==> config.mk <==
export PLATFORM = sky130hd
export DESIGN_NAME = native_round_robin_arbiter
export DESIGN_NICKNAME = d
export VERILOG_FILES = /design/src/rtl/native_round_robin_arbiter.sv
export SDC_FILE = /design/constraint.sdc
export NUM_CORES = 1
export LEC_CHECK = 0
export CAP_MARGIN = 15
export CORE_AREA = 2 2 107 109
export CTS_BUF_LIST = sky130_fd_sc_hd__clkbuf_4
export DETAILED_ROUTE_END_ITERATION = 8
export DIE_AREA = 0 0 109 111
export GPL_TIMING_DRIVEN = 0
export PLACE_DENSITY = 0.7
export SLEW_MARGIN = 30
export SYNTH_ARGS = -nofsm -noshare
export SYNTH_HDL_FRONTEND = slang
export SYNTH_SLANG_ARGS = --single-unit
==> constraint.sdc <==
create_clock -name clk -period 1.54 [get_ports clk]
set_input_delay 0.308 -clock clk [delete_from_list [all_inputs] [get_ports clk]]
set_output_delay 0.308 -clock clk [all_outputs]
set_load 0.02 [all_outputs]
==> src/rtl/native_round_robin_arbiter.sv <==
// Round-robin arbiter sharing one native slave among N_MASTERS masters.
// A grant is locked from selection until the slave's ready pulse; one IDLE bubble between grants.
module native_round_robin_arbiter #(
  parameter int N_MASTERS  = 2,
  parameter int ADDR_WIDTH = 32,
  parameter int DATA_WIDTH = 32,
  parameter int STRB_WIDTH = DATA_WIDTH / 8,
  parameter int SEL_W      = $clog2(N_MASTERS)
) (
  input  logic                             clk,
  input  logic                             rst_n,
  input  logic [N_MASTERS-1:0]             m_valid,
  input  logic [N_MASTERS*ADDR_WIDTH-1:0]  m_addr,
  input  logic [N_MASTERS*DATA_WIDTH-1:0]  m_wdata,
  input  logic [N_MASTERS*STRB_WIDTH-1:0]  m_wstrb,
  output logic [N_MASTERS-1:0]             m_ready,
  output logic [DATA_WIDTH-1:0]            m_rdata,
  output logic                             s_valid,
  output logic [ADDR_WIDTH-1:0]            s_addr,
  output logic [DATA_WIDTH-1:0]            s_wdata,
  output logic [STRB_WIDTH-1:0]            s_wstrb,
  input  logic                             s_ready,
  input  logic [DATA_WIDTH-1:0]            s_rdata,
  output logic [SEL_W-1:0]                 grant,
  output logic                             busy
);

  typedef enum logic {IDLE, BUSY} state_t;

  state_t            state_q, state_d;
  logic [SEL_W-1:0]  grant_q, grant_d;
  logic [SEL_W-1:0]  last_q, last_d;
  logic [SEL_W-1:0]  pick;
  logic              found;

  // Cyclic search starting just after the last completed grant.
  always_comb begin
    pick  = last_q;
    found = 1'b0;
    for (int i = 1; i <= N_MASTERS; i++) begin
      if (!found && m_valid[SEL_W'((int'(last_q) + i) % N_MASTERS)]) begin
        pick  = SEL_W'((int'(last_q) + i) % N_MASTERS);
        found = 1'b1;
      end
    end
  end

  always_comb begin
    state_d = state_q;
    grant_d = grant_q;
    last_d  = last_q;
    case (state_q)
      IDLE: begin
        if (found) begin
          grant_d = pick;
          state_d = BUSY;
        end
      end
      BUSY: begin
        if (s_ready) begin
          last_d  = grant_q;
          state_d = IDLE;
        end else if (!m_valid[grant_q]) begin
          // Requester withdrew: drop the grant without advancing the pointer.
          state_d = IDLE;
        end
      end
    endcase
  end

  always_comb begin
    s_valid = 1'b0;
    s_addr  = '0;
    s_wdata = '0;
    s_wstrb = '0;
    m_ready = '0;
    if (state_q == BUSY) begin
      s_valid          = m_valid[grant_q];
      m_ready[grant_q] = s_ready;
      for (int i = 0; i < N_MASTERS; i++) begin
        if (grant_q == SEL_W'(i)) begin
          s_addr  = m_addr[i*ADDR_WIDTH +: ADDR_WIDTH];
          s_wdata = m_wdata[i*DATA_WIDTH +: DATA_WIDTH];
          s_wstrb = m_wstrb[i*STRB_WIDTH +: STRB_WIDTH];
        end
      end
    end
  end

  always_ff @(posedge clk or negedge rst_n) begin
    if (!rst_n) begin
      state_q <= IDLE;
      grant_q <= '0;
      last_q  <= SEL_W'(N_MASTERS - 1);
    end else begin
      state_q <= state_d;
      grant_q <= grant_d;
      last_q  <= last_d;
    end
  end

  assign m_rdata = s_rdata;
  assign grant   = grant_q;
  assign busy    = (state_q == BUSY);

endmodule

==> run summary <==
Final Hold Slack: 252 ps
mapped cell area: 1640 sq um
critical path type: reg2out
gr ovfl total: 0
Final WS setup: -262 ps
PortBufs: 245
Worst slew margin: 85.2%
CTS Sinks: 3
worst slack, placed: -646 ps
Fmax: 0.555 GHz
crit path time final: 1800 ps
initial drt markers: 36
core box area: 11100 sq um
crit path DAT: 1490 ps
Worst setup SP type: flop
Cell variety after synth: 18
Synth top cells by count: mux2i_1 (69), nor2b_1 (69), buf_4 (33), clkbuf_1 (7), buf_8 (6)
Lkg Pwr: 2.09 nW
Via density: 3.90
first-pass GRT wire length: 12000 um
worst slew pin tran: 221 ps
fin cells: 605
Post-synth EDFFs: 0
Die Wd: 109 um
Final Setup Violations: 71
H-tree levels: 1
largest net degree at the start of global routing: 11
fin. max-slew vios: 0
Max IR drop VDD: 0.000661 V
Max Cap Viol: 0
worst hold path class: in2async
1st-pass router iterations: 4
wire length per cell: 13.9 um
post-cts hold buffer count: 0
antenna viol nets, final: 0
vias in the first global route: 2413
Critical Path Start: grant$_DFFE_PN0P_
post-detail-place hpwl: 7120 um
I/O Pins: 278
routed wire length: 8430 um
Setup Skew: 1.19 ps
CTS buffer count: 3
share of the synthesized area in the top cell type: 42.0%
largest cells by area after synthesis: mux2i_1 (42%), nor2b_1 (26%), buf_4 (15%)
fin nets: 636
area growth from synthesis to layout: 168%
failing checks: setup timing
initial antenna violation count: 0
antenna diode count: 0
setup_tns: -11460 ps
Final GP Congestion: 0.728
placed cells: 588
Initial Util: 14.8%
RSZ-0062 raised after global routing: true
outcome: finished, violations left
clock slew at reported path FFs: 40 ps
clk_lat worst skew: 240 ps
cell type with the largest total area after synthesis: mux2i_1
Ys Warns: 0
Avg Inst Size Synth: 8.21 sq um
total track usage: 12.4%
pwr dens: 1200 nW/um^2
synthesized instance count: 200
Core Rows: 39
ys async rst share: 100%
Seq cells post-synth: 3
syn nets: 373
root buffer cell: clkbuf_4
CTS Buffer Depth: 2
Critical R2R Launch: grant$_DFFE_PN0P_
Final Hold Viols: 0
Synth Flop Type: dfrtp_1
DIE AREA: 12100 sq um
Final Cycle Share: 117%
Setup crit end kind: output pin
layout cells sized above 1: 32.0%
number of remaining DRC errors: 0
Seq/Total Area, Yosys: 4.65%
Critical Path RT: 1230 ps
TritonCTS clock tree: done
Die Y-Extent: 111 um
Worst Path Max Fanout: 9
via count: 2361
==> per-layer routing <==
| layer | track usage, % | part of all wire (%) | vias to the layer above |
|---|---|---|---|
| met5 | 0 | 0 | - |
| met4 | 1.03 | 0.38 | 0 |
| met3 | 4.17 | 14 | 4 |
| met2 | 24.8 | 53 | 159 |
| met1 | 12.6 | 33 | 1044 |
| li1 | - | - | 1154 |
==> timing repair <==
| item | CTS | global route |
|---|---|---|
| gates resized for setup | 357 | 29 |
| cloned | 0 | 1 |
| setup endpoints to repair | 72 | 71 |
| setup buffers | 9 | 3 |
==> power breakdown <==
part           leakage [nW]  switching, mW  total [mW]  internal [mW]
Combinational          2.04           2.26        4.97           2.71
Clock                0.0184         0.0456       0.161          0.115
Sequential           0.0338         0.0294       0.153          0.124
Total                  2.09           2.33        5.28           2.95
==> placed cells by master (no fill, tap or decap) <==
| cell | synthesis | routed |
|---|---|---|
| clkdlybuf4s50_1 | 0 | 172 |
| buf_4 | 33 | 85 |
| nor2b_1 | 69 | 69 |
| mux2i_1 | 69 | 62 |
| buf_2 | 1 | 20 |
| buf_12 | 0 | 9 |
| buf_6 | 1 | 9 |
| clkbuf_4 | 0 | 5 |
| clkbuf_2 | 0 | 5 |
| mux2i_2 | 0 | 5 |
| mux2i_4 | 0 | 2 |
| clkbuf_16 | 0 | 2 |
| inv_1 | 2 | 2 |
| dfrtp_1 | 2 | 2 |
| buf_8 | 6 | 1 |
| nand2_1 | 2 | 1 |
| nor2_4 | 0 | 1 |
| nand2b_1 | 1 | 1 |
| nand2_2 | 0 | 1 |
| a21boi_4 | 0 | 1 |
| and3_4 | 0 | 1 |
| nand4b_1 | 1 | 1 |
| o221ai_1 | 1 | 1 |
| a21o_1 | 1 | 1 |
| dfstp_2 | 1 | 1 |
| dlygate4sd2_1 | 0 | 1 |
| clkdlybuf4s15_1 | 0 | 1 |
==> cell families after synthesis <==
kind of cell	share of synthesized area, %
AOI/OAI and AO/OA	1.45
buffers and inverters	23.6
muxes	42.0
and+or+nand+nor	28.3
DFF	4.65
==> critical path, cell delays in order, from the launching register on <==
cell and delay (ps):
dfrtp_1 400, buf_12 170, buf_12 140, buf_4 140
mux2i_1 110, nor2b_1 110, buf_2 170
==> sequential cells by signal (all words and copies together) (netlist names) <==
signal,cells
grant,1
last_q,1
busy,1
==> stage by stage <==
stage | power (mW) | utilization [%] | instance area [sq um]
global route | 5.59 | 39.7 | 4400
global placement | 4.63 | 38.6 | 4280
detailed placement | 4.68 | 38.6 | 4280
floorplan | 2.81 | - | 1650
CTS | 5.00 | 38.4 | 4250
finish | 5.28 | 39.7 | 4400
==> area by class of cell <==
| cell class | count | area (sq um) |
|---|---|---|
| Fill cell | 1144 | 6680 |
| Inverter | 2 | 7.51 |
| Sequential cell | 3 | 76.3 |
| Multi-Input combinational cell | 147 | 1250 |
| Tap cell | 143 | 179 |
| Timing Repair Buffer | 258 | 2380 |
| Clock buffer | 4 | 30.0 |
| Buffer | 48 | 473 |
==> final timing paths <==
path,end,slack [ps],depth (start not counted)
setup / recovery,s_wdata[0],-260,6
hold / removal,grant$_DFFE_PN0P_,250,1
setup reg to reg,last_q$_DFFE_PN1P_,370,5
hold reg to reg,last_q$_DFFE_PN1P_,510,1
max in group asynchronous,last_q$_DFFE_PN1P_,1070,1
min in group clk,last_q$_DFFE_PN1P_,510,1
Note: power is estimated with default switching activity, not from simulation.
